$ cat src/rtl/instr_decode_ctrl.sv
// instr_decode_ctrl: multi-cycle control/decode stage sitting after the
// instruction memory. Latches an 8-bit instruction {opcode,rt,rs,aux}, walks
// FETCH -> DECODE -> EXEC -> WB (or HALT), drives register-file / ALU /
// program-counter controls and counts retired instructions.
//
// Optional feature: define CTRL_SINGLE_STEP_EN to add the `step` input. FETCH
// then waits for step=1 before loading the instruction register.
module instr_decode_ctrl #(
    parameter int PC_W  = 8,
    parameter int RET_W = 16
) (
    input  logic             sysclk,
    input  logic             rst_n,
    input  logic [2:0]       opcode,
    input  logic             rt,
    input  logic             rs,
    input  logic [2:0]       aux,
    input  logic [PC_W-1:0]  pc,
    input  logic             rs_zero,
`ifdef CTRL_SINGLE_STEP_EN
    input  logic             step,
`endif
    output logic             rt_addr,
    output logic             rs_addr,
    output logic [1:0]       alu_op,
    output logic             alu_src_imm,
    output logic [7:0]       imm,
    output logic             rf_we,
    output logic             pc_we,
    output logic [PC_W-1:0]  pc_next,
    output logic             halted,
    output logic [RET_W-1:0] retired
);

    typedef enum logic [2:0] {
        S_FETCH  = 3'd0,
        S_DECODE = 3'd1,
        S_EXEC   = 3'd2,
        S_WB     = 3'd3,
        S_HALT   = 3'd4
    } state_t;

    localparam logic [2:0] OP_LI   = 3'b100;
    localparam logic [2:0] OP_BEQZ = 3'b101;
    localparam logic [2:0] OP_NOP  = 3'b110;
    localparam logic [2:0] OP_HALT = 3'b111;

    state_t             state_q, state_d;
    logic [7:0]         ir_q, ir_d;
    logic               halted_q, halted_d;
    logic [RET_W-1:0]   retired_q, retired_d;

    logic [2:0]         ir_op;
    logic [2:0]         ir_aux;
    logic               fetch_go;
    logic               is_alu;
    logic               in_exwb;
    logic               halt_enter;
    logic [PC_W-1:0]    br_off;
    logic [PC_W-1:0]    pc_inc;
    logic [PC_W-1:0]    pc_br;

    assign ir_op  = ir_q[7:5];
    assign ir_aux = ir_q[2:0];

`ifdef CTRL_SINGLE_STEP_EN
    assign fetch_go = step;
`else
    assign fetch_go = 1'b1;
`endif

    // Next-state and instruction-register load; inputs are only captured in FETCH.
    always_comb begin
        state_d  = state_q;
        ir_d     = ir_q;
        halted_d = halted_q;
        case (state_q)
            S_FETCH: begin
                if (fetch_go) begin
                    ir_d    = {opcode, rt, rs, aux};
                    state_d = S_DECODE;
                end
            end
            S_DECODE: begin
                if (ir_op == OP_HALT) begin
                    state_d  = S_HALT;
                    halted_d = 1'b1;
                end else if (ir_op == OP_NOP) begin
                    state_d = S_FETCH;
                end else begin
                    state_d = S_EXEC;
                end
            end
            S_EXEC:  state_d = (ir_op == OP_BEQZ) ? S_FETCH : S_WB;
            S_WB:    state_d = S_FETCH;
            S_HALT:  state_d = S_HALT;
            default: state_d = S_FETCH;
        endcase
    end

    // Strobes and ALU controls are decoded from state and IR so reset clears them at once.
    always_comb begin
        is_alu      = (ir_op[2] == 1'b0);
        in_exwb     = (state_q == S_EXEC) || (state_q == S_WB);
        halt_enter  = (state_q == S_DECODE) && (ir_op == OP_HALT);
        br_off      = {{(PC_W-3){ir_aux[2]}}, ir_aux};
        pc_inc      = pc + PC_W'(1);
        pc_br       = pc + br_off;

        rf_we       = (state_q == S_WB);
        pc_we       = ((state_q == S_DECODE) && (ir_op == OP_NOP)) ||
                      ((state_q == S_EXEC) && (ir_op == OP_BEQZ)) ||
                      (state_q == S_WB);
        pc_next     = '0;
        if (pc_we) begin
            pc_next = ((state_q == S_EXEC) && rs_zero) ? pc_br : pc_inc;
        end
        // LI reuses the ADD path with the immediate on operand B.
        alu_op      = (in_exwb && is_alu) ? ir_op[1:0] : 2'b00;
        alu_src_imm = in_exwb && (ir_op == OP_LI);

        retired_d   = retired_q + RET_W'(pc_we) + RET_W'(halt_enter);
    end

    assign rt_addr = ir_q[4];
    assign rs_addr = ir_q[3];
    assign imm     = {5'b00000, ir_aux};
    assign halted  = halted_q;
    assign retired = retired_q;

    // Control state, instruction register, halt flag and retired counter.
    always_ff @(posedge sysclk or negedge rst_n) begin
        if (!rst_n) begin
            state_q   <= S_FETCH;
            ir_q      <= '0;
            halted_q  <= 1'b0;
            retired_q <= '0;
        end else begin
            state_q   <= state_d;
            ir_q      <= ir_d;
            halted_q  <= halted_d;
            retired_q <= retired_d;
        end
    end

endmodule

$ cat config.mk
export PLATFORM = sky130hd
export DESIGN_NAME = instr_decode_ctrl
export DESIGN_NICKNAME = d
export VERILOG_FILES = /design/src/rtl/instr_decode_ctrl.sv
export SDC_FILE = /design/constraint.sdc
export NUM_CORES = 1
export LEC_CHECK = 0
export CAP_MARGIN = 20
export CORE_MARGIN = 2
export CORE_UTILIZATION = 50
export CTS_BUF_LIST = sky130_fd_sc_hd__clkbuf_4
export CTS_CLUSTER_SIZE = 14
export DETAILED_ROUTE_END_ITERATION = 16
export PLACE_DENSITY = 0.86
export SLEW_MARGIN = 20
export SYNTH_ARGS = -nofsm -noshare
export SYNTH_HDL_FRONTEND = slang
export SYNTH_SLANG_ARGS = --single-unit
$ cat constraint.sdc
create_clock -name sysclk -period 12.57 [get_ports sysclk]
set_input_delay 3.1425 -clock sysclk [delete_from_list [all_inputs] [get_ports sysclk]]
set_output_delay 3.1425 -clock sysclk [all_outputs]
set_load 0.005 [all_outputs]
Yosys cells after proc, flatten, opt, wreduce, memory -nomap -nowiden --
Index checks and enable logic that the tools add are counted.
Operators by class: $add $sub $neg 4, eq/ne operators 8, multiplexer cells 7, bitwise operators 1, reductions and logical operators 11
Operator list (number):
- 16-bit by 1-bit adder with 16-bit output | 2
- 8-bit 2-to-1 mux | 2
- 3-bit equality test (second input constant) | 5
- 3-bit case mux with 4 select lines | 1
- 8-bit by 1-bit adder with 8-bit output (second input constant) | 1
- 8-bit adder | 1
- 3-bit by 2-bit equality test with 1-bit output (second input constant) | 2
- 1-bit logical AND | 6
- 2-bit 2-to-1 mux | 3
- 3-bit by 1-bit equality test with 1-bit output (second input constant) | 1
- 3-bit logical NOT | 1
- 1-bit logical OR | 3
- 3-bit 2-to-1 mux | 1
- 2-bit AND reduction | 1
- 1-bit NOT | 1
Storage, ports and cells: register bits 28, input port bits 19, logic and storage cells 35

Longest topological paths before layout --
depth in word-level cells 6, mapped depth 12, depth with buffers taken out 11

Worst setup path after synthesis --
OpenSTA, ideal clock, no wires.
kind input to output, from input rs_zero, to output pc_next[6], arrival time 5.398 ns, setup slack 4.029 ns, stages 10, path buffers 1, path through nor4bb_1 -> buf_4 -> or2b_1 -> ha_1 -> fa_1 -> and3_1 -> a211o_2 -> a311oi_2 -> xor2_1 -> nor2_1
On the way: cells in the longest elaborated chain, start to end 3
Ends and longest elaborated chain:
- start: declaration | RTL line 19 | input logic rs_zero,
- 1-bit logical AND | RTL line 116 | pc_next = ((state_q == S_EXEC) && rs_zero) ? pc_br : pc_inc;
- 8-bit 2-to-1 mux | RTL line 116
- 8-bit 2-to-1 mux | RTL line 115 | if (pc_we) begin
- end: declaration | RTL line 30 | output logic [PC_W-1:0] pc_next,
No other way between the ends.

Worst setup path after layout --
Ends and elaborated chain as after synthesis.

==> PnR_summary.wiki <==
{| class="wikitable"
! Metric !! Value
|-
| Result of the run || finished clean
|-
| DRC violation count after routing || 0
|-
| Count of flip-flops with a built-in enable after synthesis || 0
|-
| Max-capacitance violation count || 0
|-
| CTS H-tree lvls || 1
|-
| WP data required || 9430 ps
|-
| Fraction of the cycle the final worst path needs || 0.763
|-
| Number of cells produced by synthesis || 159
|-
| Endpoint of the worst setup timing path || pc_next[6]
|-
| Number of antenna violations at the first check in global routing || 0
|-
| Avg WL per Cell || 13.6 um
|-
| Async set or reset register ratio after synthesis || 1.00
|-
| Global-route congestion overflow total || 0
|-
| Static leakage || 0.991 nW
|-
| PostCTS Resize Cnt || 0
|-
| Worst Path Class, Setup || in2out
|-
| Clock Sink Count || 28
|-
| Via count of the first global-routing pass || 1,354
|-
| Number of buffers on the longest clock path || 2
|-
| Hold WC Path Type || reg2reg
|-
| Hpwl dp || 2760 um
|-
| Minimum clock period || 9590 ps
|-
| Slew @ Worst Pin || 655 ps
|-
| Latest clock arrival within the worst-skew pair || 320 ps
|-
| Initial standard-cell utilization of the core || 0.514
|-
| Clock-pin slew of the registers on the worst-case setup and hold paths || 140 ps
|-
| Crit. End Element || output pin
|-
| Area growth, synth to finish || 33.5%
|-
| Share of layout cells above drive strength 1 || 0.100
|-
| Worst-path maximum fanout || 8
|-
| Internal power consumption || 0.281 mW
|-
| Switching part of the total power || 0.344
|-
| Pwr/cell area || 189 mW/mm^2
|-
| Row cnt || 21
|-
| Cell area after synthesis || 0.00170 sq mm
|-
| CP Data Arrival Time || 6450 ps
|-
| Residual antenna-violating net count after detailed routing || 0
|-
| IR Drop Worst-Case VDD || 89.0 uV
|-
| Hold Violations, Final || 0
|-
| Clock root cell || sky130_fd_sc_hd__clkbuf_4
|-
| Max Clk Rate || 104 MHz
|-
| RSZ-0062 raised after global routing || false
|-
| Post-synthesis average cell area || 10.7 sq um
|-
| Width of the die || 62.3 um
|-
| FF-to-FF End || retired[12]
|-
| Placeable Area || 0.00331 sq mm
|-
| Number of warnings printed during yosys synthesis || 0
|-
| Top cells by count, synth || sky130_fd_sc_hd__dfrtp_1, sky130_fd_sc_hd__xnor2_1, sky130_fd_sc_hd__nand2_1, sky130_fd_sc_hd__nor2_1, sky130_fd_sc_hd__buf_4
|-
| Overall track demand over capacity in global routing || 0.185
|-
| Final Max Tran Viols || 0
|-
| Switching component of the power || 0.147 mW
|-
| Number of storage elements in the synthesis netlist || 28
|-
| Number of buffers inserted for hold repair after clock tree synthesis || 0
|-
| Cell count of the worst reg-to-reg path || 11
|-
| Aggregate routed wire length || 3490 um
|-
| Library cells used by synthesis || 43
|-
| Share of the core filled with cells in the final layout || 0.686
|-
| TNS Setup || 0 ps
|-
| Antenna diodes || 0
|-
| Final setup violation count || 0
|-
| Combinational share of power || 0.501
|-
| Height of the die || 62.3 um
|-
| Most repeated cell in the gate-level netlist after synthesis || sky130_fd_sc_hd__dfrtp_1
|-
| Number of search-and-repair iterations in the first detailed-routing pass || 4
|-
| Via count || 1,323
|-
| Post-layout net count || 238
|-
| Count of buffers inserted at the top-level ports || 53
|-
| Detailed Route Iter0 Violations || 52
|-
| Most instantiated flip-flop cell in the synthesis netlist || sky130_fd_sc_hd__dfrtp_1
|-
| Area share of the leading cell type in the synthesized netlist || 0.412
|-
| TritonCTS clock tree || built
|-
| Global-route wire length before repair || 6000 um
|-
| Part of the total power dissipated in the clock network || 0.134
|-
| Final clock skew || 3.58 ps
|-
| Floorplan die area || 0.00388 sq mm
|-
| Headroom to the max-slew limit || 0.561
|-
| R2R Setup Slk || 9850 ps
|-
| Worst setup path start || rs_zero
|-
| Biggest area contributors in the synthesized netlist || sky130_fd_sc_hd__dfrtp_1, sky130_fd_sc_hd__xnor2_1, sky130_fd_sc_hd__mux2_2, sky130_fd_sc_hd__ha_1, sky130_fd_sc_hd__buf_4
|-
| Global placer's final weighted congestion || 0.952
|-
| Crit Reg-Reg Startpoint || state_q[1]
|-
| Hold Worst Slack || 481 ps
|-
| Largest net degree at the start of global routing || 29
|-
| Setup repair bufs after CTS || 0
|-
| Sequential-to-total area share from yosys stat || 0.412
|-
| Total Power || 0.429 mW
|-
| Critical path startpoint category || input port
|-
| Reg power frac || 0.366
|-
| Boundary pin count || 59
|-
| Total CTS buffers || 3
|-
| Via count normalized by instance count || 5.17
|-
| Leading area contributor after synthesis || sky130_fd_sc_hd__dfrtp_1
|}
final cells by class:
| type | instances | area [sq um] |
|---|---|---|
| Fill cell | 276 | 1040 |
| Timing Repair Buffer | 55 | 546 |
| Clock buffer | 3 | 22.5 |
| Sequential cell | 28 | 701 |
| Clock inverter | 1 | 30.0 |
| Multi-Input combinational cell | 119 | 898 |
| Tap cell | 46 | 57.6 |
| Inverter | 4 | 15.0 |
per-layer routing:
metal	global-route usage	up-vias	part of all wire
met2	0.353	53	0.51
met5	0	-	0
met1	0.229	628	0.42
li1	-	642	-
met4	0.0194	0	0
met3	0.0236	0	0.064
worst min path at each step:
stage | cells after the start | endpoint | from
2_1_floorplan | 1 | halted | halted
3_3_place_gp | 1 | halted | halted
3_5_place_dp | 1 | retired[15] | retired[15]
4_1_cts | 1 | retired[15] | retired[15]
5_1_grt | 1 | retired[12] | retired[12]
6_report | 1 | retired[15] | retired[15]
kinds of logic (layout without fill, tap and decap cells):
logic type,after synthesis,in the layout,share of synthesized area
AND/OR/NAND/NOR,57,57,0.184
multiplexers,8,8,0.0530
XOR/XNOR,21,21,0.108
flip-flops,28,28,0.412
AO/OA/AOI/OAI,19,19,0.0986
other,1,5,0.00221
buffers and inverters,16,63,0.0684
adder cells (fa/ha/maj),9,9,0.0736
per-stage QoR:
stage,instance area [sq um],worst slack [ps],std cells
2_1_floorplan,1720,4030,163
3_3_place_gp,2220,3020,252
3_5_place_dp,2220,2970,252
4_1_cts,2270,2970,256
5_1_grt,2270,2830,256
6_report,2270,2980,256
power groups by stage:
stage | logic [mW] | clock network [mW] | registers (mW)
after global placement | 0.207 | 0 | 0.156
after floorplan | 0.135 | 0 | 0.145
after detailed placement | 0.216 | 0 | 0.158
after global routing | 0.233 | 0.0633 | 0.165
final | 0.215 | 0.0573 | 0.157
after CTS | 0.218 | 0.0594 | 0.157
critical path, stage by stage:
cell                              delay [ps]
sky130_fd_sc_hd__clkdlybuf4s50_1         460
sky130_fd_sc_hd__nor4bb_1                260
sky130_fd_sc_hd__buf_4                   210
sky130_fd_sc_hd__or2b_1                  230
sky130_fd_sc_hd__ha_1                    200
sky130_fd_sc_hd__fa_1                    420
sky130_fd_sc_hd__and3_1                  210
sky130_fd_sc_hd__a211o_2                 350
sky130_fd_sc_hd__a311oi_2                290
sky130_fd_sc_hd__xor2_1                   90
sky130_fd_sc_hd__nor2_1                   90
sky130_fd_sc_hd__clkdlybuf4s50_1         500
registers in the layout (all words and copies together) (netlist names):
name and count:
halted 1, ir_q 8, state_q 3, retired 16
cell usage in the layout, fill, tap and decap left out, drive strengths merged, types with 3 or more instances in the layout:
cell type / instances
nand4: 4
nor2: 12
a21o: 3
clkbuf: 3
xor2: 7
and3: 4
clkdlybuf4s50: 53
dfrtp: 28
conb: 5
and2: 4
xnor2: 14
nor3b: 4
ha: 6
o21ai: 3
inv: 4
nand3: 6
mux2: 8
nand2: 12
Power figures use the tool's default switching activity.
